<file path="src/rtl/regfile_wb_arbiter.sv">
// Round-robin arbiter sharing the regfile write port among NUM_REQ writeback sources, with rs1/rs2 bypass.
// Latency: a write accepted at edge N drives the write port for one cycle. Backpressure: one-hot ready; i_hold grants nothing.
module regfile_wb_arbiter #(
  parameter int NUM_REQ = 3,
  parameter int DATA_W  = 32,
  parameter int ADDR_W  = 5
) (
  input  logic                      i_clk,
  input  logic                      i_rst,
  input  logic                      i_hold,
  input  logic [NUM_REQ-1:0]        i_req_valid,
  input  logic [NUM_REQ*ADDR_W-1:0] i_req_addr,
  input  logic [NUM_REQ*DATA_W-1:0] i_req_data,
  output logic [NUM_REQ-1:0]        o_req_ready,
  output logic                      o_rd_wren,
  output logic [ADDR_W-1:0]         o_rd_addr,
  output logic [DATA_W-1:0]         o_rd_data,
  input  logic [ADDR_W-1:0]         i_rs1_addr,
  input  logic [DATA_W-1:0]         i_rs1_rf_data,
  output logic [DATA_W-1:0]         o_rs1_data,
  input  logic [ADDR_W-1:0]         i_rs2_addr,
  input  logic [DATA_W-1:0]         i_rs2_rf_data,
  output logic [DATA_W-1:0]         o_rs2_data
);

  localparam int               PTR_W = (NUM_REQ > 1) ? $clog2(NUM_REQ) : 1;
  localparam logic [PTR_W-1:0] LAST  = PTR_W'(NUM_REQ - 1);

  logic [PTR_W-1:0]   r_rr_ptr;
  logic               r_rd_wren;
  logic [ADDR_W-1:0]  r_rd_addr;
  logic [DATA_W-1:0]  r_rd_data;

  logic [NUM_REQ-1:0] w_grant;
  logic [NUM_REQ-1:0] w_ready;
  logic               w_found;
  logic [PTR_W-1:0]   w_gidx;
  logic [PTR_W-1:0]   w_next_ptr;
  logic               w_accept;
  logic               w_write;
  logic [ADDR_W-1:0]  w_sel_addr;
  logic [DATA_W-1:0]  w_sel_data;

  // Two ordered passes (k >= ptr, then k < ptr) give the circular scan without modular index math.
  always_comb begin
    w_grant = '0;
    w_found = 1'b0;
    w_gidx  = '0;
    for (int k = 0; k < NUM_REQ; k++) begin
      if (!w_found && i_req_valid[k] && (PTR_W'(k) >= r_rr_ptr)) begin
        w_grant[k] = 1'b1;
        w_found    = 1'b1;
        w_gidx     = PTR_W'(k);
      end
    end
    for (int k = 0; k < NUM_REQ; k++) begin
      if (!w_found && i_req_valid[k] && (PTR_W'(k) < r_rr_ptr)) begin
        w_grant[k] = 1'b1;
        w_found    = 1'b1;
        w_gidx     = PTR_W'(k);
      end
    end
  end

  always_comb begin
    w_sel_addr = '0;
    w_sel_data = '0;
    for (int k = 0; k < NUM_REQ; k++) begin
      w_sel_addr = w_sel_addr | ({ADDR_W{w_grant[k]}} & i_req_addr[k*ADDR_W +: ADDR_W]);
      w_sel_data = w_sel_data | ({DATA_W{w_grant[k]}} & i_req_data[k*DATA_W +: DATA_W]);
    end
  end

  assign w_ready    = (i_rst || i_hold) ? '0 : w_grant;
  assign w_accept   = |w_ready;
  assign w_write    = w_accept && (w_sel_addr != '0);
  assign w_next_ptr = (w_gidx == LAST) ? '0 : w_gidx + PTR_W'(1);

  always_ff @(posedge i_clk or posedge i_rst) begin
    if (i_rst) begin
      r_rr_ptr  <= '0;
      r_rd_wren <= 1'b0;
      r_rd_addr <= '0;
      r_rd_data <= '0;
    end else begin
      r_rd_wren <= w_write;
      if (w_accept) begin
        r_rr_ptr <= w_next_ptr;
      end
      // x0 writes are consumed but never reach the port, so the stage keeps its last real write.
      if (w_write) begin
        r_rd_addr <= w_sel_addr;
        r_rd_data <= w_sel_data;
      end
    end
  end

  assign o_req_ready = w_ready;
  assign o_rd_wren   = r_rd_wren;
  assign o_rd_addr   = r_rd_addr;
  assign o_rd_data   = r_rd_data;

  assign o_rs1_data = (r_rd_wren && (r_rd_addr == i_rs1_addr) && (i_rs1_addr != '0)) ? r_rd_data : i_rs1_rf_data;
  assign o_rs2_data = (r_rd_wren && (r_rd_addr == i_rs2_addr) && (i_rs2_addr != '0)) ? r_rd_data : i_rs2_rf_data;

endmodule

</file>
<file path="config.mk">
export PLATFORM = sky130hd
export DESIGN_NAME = regfile_wb_arbiter
export DESIGN_NICKNAME = d
export VERILOG_FILES = /design/src/rtl/regfile_wb_arbiter.sv
export SDC_FILE = /design/constraint.sdc
export NUM_CORES = 1
export LEC_CHECK = 0
export BUFFER_PORTS_ARGS = -buffer_cell sky130_fd_sc_hd__buf_4
export CORE_AREA = 2 2 115 117
export CTS_BUF_LIST = sky130_fd_sc_hd__clkbuf_16
export DETAILED_ROUTE_END_ITERATION = 8
export DIE_AREA = 0 0 117 119
export GPL_TIMING_DRIVEN = 0
export PLACE_DENSITY = 0.62
export REMOVE_ABC_BUFFERS = 1
export SYNTH_ARGS = -nofsm -noshare
export SYNTH_HDL_FRONTEND = slang
export SYNTH_SLANG_ARGS = --single-unit
export TNS_END_PERCENT = 20
</file>
<file path="constraint.sdc">
create_clock -name i_clk -period 2.88 [get_ports i_clk]
set_input_delay 0.576 -clock i_clk [delete_from_list [all_inputs] [get_ports i_clk]]
set_output_delay 0.576 -clock i_clk [all_outputs]
set_load 0.1 [all_outputs]
</file>
==> metrics.txt, run 1 <==
# TYPE chip_impl_metric gauge
chip_impl_metric{name="synth_sequential_area_ratio",unit="%"} 32.8
chip_impl_metric{name="core-area",unit="um2"} 12900
chip_impl_metric{name="worstSkewPairLatency",unit="ns"} 0.28
chip_impl_info{name="startpoint_kind_of_the_worst_setup_timing_path",value="flop"} 1
chip_impl_metric{name="cts-htree-levels",unit=""} 2
chip_impl_metric{name="buffer_ports.inserted",unit=""} 295
chip_impl_metric{name="cts_made_buffers",unit=""} 5
chip_impl_metric{name="worst_setup_hold_path_clk_slew",unit="ns"} 0.06
chip_impl_metric{name="design.portCount",unit=""} 296
chip_impl_metric{name="final_nets",unit=""} 776
chip_impl_metric{name="drive_above_1_share",unit="%"} 65.3
chip_impl_metric{name="grtUsageMet1",unit="%"} 21.2
chip_impl_metric{name="gpl.final_weighted_congestion",unit=""} 0.737
chip_impl_metric{name="synthesis.instances",unit=""} 292
chip_impl_metric{name="grt_start_max_net_pins",unit=""} 41
chip_impl_metric{name="initialDrtViolationCount",unit=""} 261
chip_impl_info{name="violations",value="setup timing"} 1
chip_impl_metric{name="period_needed",unit="ns"} 2.96
chip_impl_metric{name="ctsLongestPathBuffers",unit=""} 2
chip_impl_info{name="grt_setup_unrepaired",value="yes"} 1
chip_impl_metric{name="netlist.area_leader.share",unit="%"} 32.8
chip_impl_metric{name="grt_antenna_before_repair",unit=""} 0
chip_impl_metric{name="per_cell_routed_wire_length",unit="um"} 18.2
chip_impl_info{name="run_status",value="finished, violations left"} 1
chip_impl_metric{name="detail_route.vias_per_cell",unit=""} 4.81
chip_impl_metric{name="setup-violations-final",unit=""} 34
chip_impl_metric{name="synth_cell_types",unit=""} 37
chip_impl_metric{name="grt_pass1_vias",unit=""} 3781
chip_impl_metric{name="remaining_routing_drc_violations",unit=""} 0
chip_impl_metric{name="final_hold_viol_count",unit=""} 0
chip_impl_metric{name="grt.overflow.total",unit=""} 0
chip_impl_metric{name="drt-pass1-iter-count",unit=""} 9
chip_impl_metric{name="flow.area_growth_from_synthesis",unit="%"} 105
chip_impl_metric{name="ant_nets",unit=""} 0
chip_impl_metric{name="synthesis.area",unit="um2"} 3050
chip_impl_metric{name="starting_density_of_the_core",unit="%"} 23.7
chip_impl_info{name="worstHoldPathType",value="in -> async"} 1
chip_impl_metric{name="worst-path-max-fanout",unit=""} 6
chip_impl_metric{name="max-slew-margin-rel",unit="%"} 37.8
chip_impl_metric{name="met3_usage",unit="%"} 4.99
chip_impl_metric{name="floorplan.rows",unit=""} 42
chip_impl_metric{name="overall_global_routing_resource_usage",unit="%"} 18.4
chip_impl_metric{name="slew_violations",unit=""} 0
chip_impl_metric{name="final_worst_path_setup_slack",unit="ns"} -0.0809
chip_impl_metric{name="maxCapViolations",unit=""} 0
chip_impl_metric{name="grt_pass1_wl",unit="um"} 19900
chip_impl_metric{name="yosysWarningCount",unit=""} 0
chip_impl_info{name="ys.flop_type",value="dfrtp_1"} 1
chip_impl_metric{name="dp_hpwl",unit="um"} 9350
chip_impl_metric{name="power_density",unit="nW/um2"} 772
chip_impl_metric{name="synth-edff-count",unit=""} 0
chip_impl_metric{name="die_w",unit="um"} 117
chip_impl_metric{name="arrival",unit="ns"} 2.38
chip_impl_metric{name="grt.met2_usage",unit="%"} 33.2
chip_impl_metric{name="routed-via-count",unit=""} 3663
chip_impl_metric{name="total_leakage_power",unit="nW"} 2.99
chip_impl_metric{name="cts.sink_count",unit=""} 40
chip_impl_metric{name="die-area",unit="um2"} 13900
chip_impl_info{name="clock_tree_from_tritoncts",value="yes"} 1
chip_impl_metric{name="dp_slack",unit="ns"} -0.867
chip_impl_metric{name="max-vdd-ir-drop",unit="mV"} 0.378
chip_impl_metric{name="die_span_in_y",unit="um"} 119
chip_impl_info{name="cts_root_buffer",value="clkbuf_16"} 1
chip_impl_metric{name="async_reset_ff_share",unit="%"} 100
chip_impl_metric{name="finClkSkew",unit="ns"} 0.00554
chip_impl_metric{name="holdWs",unit="ns"} 0.499
chip_impl_info{name="crit_type",value="reg -> out"} 1
chip_impl_metric{name="synth_area_per_cell",unit="um2"} 10.5
chip_impl_metric{name="utilization",unit="%"} 48.6
chip_impl_info{name="grt_most_used_layer",value="met2"} 1
chip_impl_metric{name="period_share",unit="%"} 103
chip_impl_metric{name="max_freq",unit="MHz"} 338
chip_impl_info{name="yosysTopAreaCell",value="dfrtp_1"} 1
chip_impl_metric{name="totalWireLength",unit="um"} 13900
chip_impl_metric{name="synth.ff_latch_count",unit=""} 40
chip_impl_metric{name="timing.reg2reg.worst_path_depth",unit=""} 7
chip_impl_info{name="netlist_top_cells_area",value="dfrtp_1 33%, mux2_2 14%, a222oi_1 11%, mux2i_1 10%, mux2_1 9.6%"} 1
chip_impl_metric{name="n_antenna_cell",unit=""} 0
chip_impl_info{name="endpoint_class_of_the_critical_path",value="primary output"} 1
chip_impl_metric{name="worst_pin_slew",unit="ns"} 0.927
chip_impl_metric{name="worst-endpoint-required",unit="ns"} 2.30
[cells by family after synthesis]
logic type,share of synthesized area [%]
xor gates and xnor gates,2.29
and+or+nand+nor,4.51
DFF,32.8
buffers and inverters,8.48
muxes,34.1
AOI/OAI and AO/OA,17.9
[worst max-delay path, cell delays in order (launching register included)]
cell and delay [ns]:
dfrtp_2 0.46, nor3_4 0.20, a21oi_2 0.07, nor4_4 0.38, and3_4 0.32, buf_12 0.14, mux2_2 0.36, buf_8 0.18
[final cells by class]
cell class / instances / area [um2]
inverters: 37 / 139
multi-input cells: 193 / 1940
fillers: 1177 / 6610
flip-flops and latches: 40 / 1010
repair buffers: 308 / 2770
well taps: 176 / 220
clock inverters: 2 / 60.1
clock buffers: 5 / 125
[cell usage after synthesis, types with 4 or more instances]
| cell | n |
|---|---|
| a222oi_1 | 33 |
| o22ai_1 | 4 |
| nor4_1 | 4 |
| xor2_1 | 6 |
| mux2i_1 | 32 |
| nand2_1 | 4 |
| a21oi_1 | 7 |
| dfrtp_1 | 40 |
| mux2_1 | 26 |
| inv_1 | 37 |
| clkbuf_1 | 14 |
| buf_1 | 6 |
| and2_1 | 4 |
| mux2_2 | 38 |
| buf_6 | 4 |
[layout by cell type (no fill, tap or decap), types with 2 or more instances in the layout]
cell	n
a222oi_1	33
buf_4	236
nor4_4	2
mux2i_1	32
mux2_1	19
and2_1	4
buf_6	51
buf_12	17
a31oi_1	3
a21oi_1	6
dfrtp_1	35
mux2_2	37
inv_1	36
clkbuf_16	6
xnor2_1	2
bufinv_16	2
a21o_1	2
buf_8	2
nand2_1	4
and3_4	4
dfrtp_2	5
a22o_1	3
mux2_4	8
o22ai_1	4
nor2_1	3
xor2_1	6
[metal layers]
layer | wire (um) | vias to the layer above
met5 | 0 | -
met4 | 196 | 0
met3 | 1160 | 17
met2 | 7210 | 177
met1 | 5300 | 1752
li1 | - | 1717
[where the power goes]
part	total (mW)	leakage [nW]	switching, mW	internal, mW
logic	3.14	2.42	2.31	0.825
clock network	0.704	0.0899	0.212	0.491
registers	0.993	0.484	0.238	0.756
[state kept, by name (all words and copies together) (netlist names)]
| name | cells |
|---|---|
| r_rr_ptr | 2 |
| o_rd_data | 32 |
| o_rd_addr | 5 |
| o_rd_wren | 1 |
[what timing repair did]
action	4_1_cts	5_1_grt
pin swaps	7	4
gates cloned	2	1
setup endpoints to repair	98	64
setup buffers	9	2
hold endpoints to repair	0	0
hold buffers	0	0
resized for setup	79	37
[worst paths after layout]
check	startpoint	to	slack, ns
max	o_rd_addr[4]	o_rs1_data[23]	-0.08
min	i_rst	r_rr_ptr[0]	0.50
max reg2reg	r_rr_ptr[0]	o_rd_data[23]	0.28
min reg2reg	o_rd_data[27]	o_rd_data[27]	0.56
max in group asynchronous	i_rst	o_rd_addr[1]	1.79
min in group i_clk	o_rd_data[27]	o_rd_data[27]	0.56
[stage by stage]
| stage | instance area (um2) | setup TNS, ns | total power, mW | std cells |
|---|---|---|---|---|
| 2_1_floorplan | 2930 | -63.29 | 3.19 | 268 |
| 3_3_place_gp | 5370 | -109.84 | 3.92 | 739 |
| 3_5_place_dp | 5400 | -47.23 | 3.95 | 740 |
| 4_1_cts | 6090 | -0.228 | 4.80 | 758 |
| 5_1_grt | 6260 | -6.90 | 5.03 | 761 |
| 6_report | 6260 | -2.02 | 4.83 | 761 |
(Power assumes the default switching activity.)
==> inputs of run 2 (changes only) <==
--- a/config.mk
+++ b/config.mk
@@ -8,11 +8,13 @@
 export BUFFER_PORTS_ARGS = -buffer_cell sky130_fd_sc_hd__buf_4
 export CORE_AREA = 2 2 115 117
 export CTS_BUF_LIST = sky130_fd_sc_hd__clkbuf_16
+export CTS_CLUSTER_DIAMETER = 200
 export DETAILED_ROUTE_END_ITERATION = 8
 export DIE_AREA = 0 0 117 119
 export GPL_TIMING_DRIVEN = 0
 export PLACE_DENSITY = 0.62
 export REMOVE_ABC_BUFFERS = 1
+export SKIP_LAST_GASP = 1
 export SYNTH_ARGS = -nofsm -noshare
 export SYNTH_HDL_FRONTEND = slang
 export SYNTH_SLANG_ARGS = --single-unit
==> run 2 against run 1 <==
  * The run still ends with setup timing left
  * Combinational power about the same
  * Global-route usage down 0.14 points
  * Setup slack about the same
  * Sequential cell count unchanged
  * Maximum frequency hardly changed
  * Via count hardly changed
  * Non-clock buffer count shrank 1
  * Cell area down 0.82%
  * Register-to-register slack got worse by 0.02 ns
  * Sequential power is essentially flat
  * Routed wire length is 0.58% lower
  * Power is 0.12% lower
==> metrics.txt, run 2 (synthesis results as in run 1) <==
# TYPE chip_impl_metric gauge
chip_impl_metric{name="final_worst_path_setup_slack",unit="ns"} -0.0809
chip_impl_info{name="grt_setup_unrepaired",value="yes"} 1
chip_impl_metric{name="detail_route.vias_per_cell",unit=""} 4.82
chip_impl_metric{name="grt_pass1_wl",unit="um"} 19700
chip_impl_info{name="violations",value="setup timing"} 1
chip_impl_metric{name="max-slew-margin-rel",unit="%"} 37.5
chip_impl_metric{name="setup.reg_to_reg.worst_slack",unit="ns"} 0.26
chip_impl_metric{name="maxCapViolations",unit=""} 0
chip_impl_metric{name="die_span_in_y",unit="um"} 119
chip_impl_metric{name="grt_pass1_vias",unit=""} 3748
chip_impl_metric{name="remaining_routing_drc_violations",unit=""} 0
chip_impl_metric{name="power_density",unit="nW/um2"} 777
chip_impl_info{name="rr_endpoint",value="o_rd_data[23]"} 1
chip_impl_metric{name="largest_reg_flops",unit=""} 32
chip_impl_metric{name="worstSkewPairLatency",unit="ns"} 0.28
chip_impl_metric{name="p_int",unit="mW"} 2.07
chip_impl_metric{name="starting_density_of_the_core",unit="%"} 23.7
chip_impl_info{name="r2r_start",value="r_rr_ptr[0]"} 1
chip_impl_metric{name="drive_above_1_share",unit="%"} 64.7
chip_impl_metric{name="floorplan.rows",unit=""} 42
chip_impl_metric{name="worst-endpoint-required",unit="ns"} 2.30
chip_impl_metric{name="final_non_filler_cell_total",unit=""} 760
chip_impl_metric{name="gpl.final_weighted_congestion",unit=""} 0.737
chip_impl_info{name="cts_root_buffer",value="clkbuf_16"} 1
chip_impl_metric{name="worst_setup_hold_path_clk_slew",unit="ns"} 0.06
chip_impl_metric{name="cts-htree-levels",unit=""} 2
chip_impl_metric{name="power.switching_fraction",unit="%"} 57.2
chip_impl_metric{name="place_inst",unit=""} 740
chip_impl_metric{name="fill_cells",unit=""} 1167
chip_impl_metric{name="grt_antenna_before_repair",unit=""} 0
chip_impl_metric{name="layout.cell_area.non_filler",unit="um2"} 6210
chip_impl_metric{name="final_nets",unit=""} 775
chip_impl_metric{name="per_cell_routed_wire_length",unit="um"} 18.1
chip_impl_metric{name="worst_pin_slew",unit="ns"} 0.932
chip_impl_metric{name="ant_nets",unit=""} 0
chip_impl_metric{name="initialDrtViolationCount",unit=""} 237
chip_impl_metric{name="max_freq",unit="MHz"} 338
chip_impl_metric{name="finClkSkew",unit="ns"} 0.00480
chip_impl_metric{name="grt.met2_usage",unit="%"} 32.7
chip_impl_info{name="run_status",value="finished, violations left"} 1
chip_impl_info{name="worstHoldPathType",value="in -> async"} 1
chip_impl_metric{name="comb_power_share",unit="%"} 64.8
chip_impl_info{name="crit_path_start",value="o_rd_addr[4]"} 1
chip_impl_metric{name="dpl-instance-area",unit="um2"} 5400
chip_impl_metric{name="arrival",unit="ns"} 2.38
chip_impl_metric{name="timing.reg2reg.worst_path_depth",unit=""} 7
chip_impl_metric{name="total_switching_power",unit="mW"} 2.76
chip_impl_metric{name="routed-via-count",unit=""} 3660
chip_impl_metric{name="die_w",unit="um"} 117
chip_impl_metric{name="cts.sink_count",unit=""} 40
chip_impl_info{name="endpoint_class_of_the_critical_path",value="primary output"} 1
chip_impl_info{name="clock_tree_from_tritoncts",value="yes"} 1
chip_impl_metric{name="setup-violations-final",unit=""} 35
chip_impl_metric{name="final_hold_viol_count",unit=""} 0
chip_impl_metric{name="grt.overflow.total",unit=""} 0
chip_impl_metric{name="slew_violations",unit=""} 0
chip_impl_info{name="mostFrequentLayoutCell",value="buf_4"} 1
chip_impl_metric{name="worst-path-max-fanout",unit=""} 9
chip_impl_metric{name="pwr-share-seq",unit="%"} 20.6
chip_impl_metric{name="grt_start_max_net_pins",unit=""} 41
chip_impl_metric{name="utilization",unit="%"} 48.3
chip_impl_info{name="startpoint_kind_of_the_worst_setup_timing_path",value="flop"} 1
chip_impl_metric{name="period_share",unit="%"} 103
chip_impl_metric{name="period_needed",unit="ns"} 2.96
chip_impl_info{name="grt_most_used_layer",value="met2"} 1
chip_impl_metric{name="flow.area_growth_from_synthesis",unit="%"} 103
chip_impl_info{name="end_point_of_the_critical_path",value="o_rs1_data[25]"} 1
chip_impl_metric{name="drt-pass1-iter-count",unit=""} 6
chip_impl_metric{name="buffer_ports.inserted",unit=""} 295
chip_impl_info{name="crit_type",value="reg -> out"} 1
chip_impl_metric{name="core-area",unit="um2"} 12900
chip_impl_metric{name="design.portCount",unit=""} 296
chip_impl_metric{name="totalWireLength",unit="um"} 13800
chip_impl_metric{name="ctsLongestPathBuffers",unit=""} 2
chip_impl_metric{name="dp_hpwl",unit="um"} 9350
chip_impl_metric{name="regArea",unit="um2"} 1010
chip_impl_metric{name="cts_made_buffers",unit=""} 5
chip_impl_metric{name="clock_power_share",unit="%"} 14.6
chip_impl_metric{name="die-area",unit="um2"} 13900
chip_impl_metric{name="overall_global_routing_resource_usage",unit="%"} 18.3
chip_impl_metric{name="met3_usage",unit="%"} 5.04
chip_impl_metric{name="total_power",unit="mW"} 4.83
chip_impl_metric{name="multiInputGateArea",unit="um2"} 1950
chip_impl_metric{name="grtUsageMet1",unit="%"} 21.0
chip_impl_metric{name="total_leakage_power",unit="nW"} 2.98
chip_impl_info{name="layout.cells.most_common_list",value="254 x buf_4, 36 x inv_1, 36 x dfrtp_1"} 1
chip_impl_metric{name="n_antenna_cell",unit=""} 0
chip_impl_metric{name="max-vdd-ir-drop",unit="mV"} 0.386
chip_impl_metric{name="fin_tns_setup",unit="ns"} -1.55
[run 2: cell types whose count changed in the layout (fill, tap and decap cells not counted)]
cell and change:
buf_12 +4, buf_4 +18, buf_6 -21, buf_8 -1, clkbuf_16 -1, dfrtp_1 +1, dfrtp_2 -1, mux2_1 +2
mux2_2 -5, mux2_4 +3
[run 2: final cells by class]
cell class	instances	share of cell area, %
tap	176	3.54
inverter	37	2.24
sequential	40	16.2
multi-input combinational	193	31.5
clock inverter	2	0.967
clock buffer	5	2.01
timing repair buffer	307	43.6
[run 2: power by group through the flow]
stage / Sequential, mW / Clock [mW] / Combinational, mW
6_report: 0.995 / 0.703 / 3.13
3_3_place_gp: 0.976 / 0 / 2.94
3_5_place_dp: 0.983 / 0 / 2.97
4_1_cts: 0.983 / 0.729 / 3.06
5_1_grt: 1.03 / 0.751 / 3.24
2_1_floorplan: 2.27 / 0 / 0.915
[run 2: layer usage]
layer,vias up,part of all wire (%)
li1,1715,-
met1,1734,38
met5,-,0
met2,192,52
met4,0,1.6
met3,19,9.0
[run 2: stage by stage]
step | worst slack, ns | hold slack [ns]
after floorplan | -1.02 | 0.529
after global placement | -1.52 | 0.539
after detailed placement | -0.867 | 0.550
after CTS | -0.0342 | 0.524
after global routing | -0.162 | 0.578
final | -0.0809 | 0.495
[run 2: worst min-delay path by stage]
stage / startpoint / end / slack (ns) / depth (start not counted)
CTS: i_rst / r_rr_ptr[1] / 0.52 / 2
floorplan: r_rr_ptr[0] / r_rr_ptr[0] / 0.53 / 1
global placement: o_rd_data[13] / o_rd_data[13] / 0.54 / 2
global route: i_rst / r_rr_ptr[0] / 0.58 / 2
detailed placement: o_rd_data[9] / o_rd_data[9] / 0.55 / 2
finish: i_rst / r_rr_ptr[0] / 0.49 / 2
[run 2: worst max-delay path: stages, from the launching register on]
cell and delay, ns:
dfrtp_2 0.46, nor3_4 0.20, a21oi_2 0.07, nor4_4 0.37
and3_4 0.29, buf_12 0.14, mux2_2 0.36, buf_8 0.18
[run 2: timing repair]
action                                  in CTS  in global routing
endpoints found under the setup margin      98                 64
buffers inserted                             9                  2
resized for setup                           46                 59
gates cloned                                 2                  0
endpoints found under the hold margin        0                  0
pin swaps                                    7                  4
hold buffers                                 0                  0
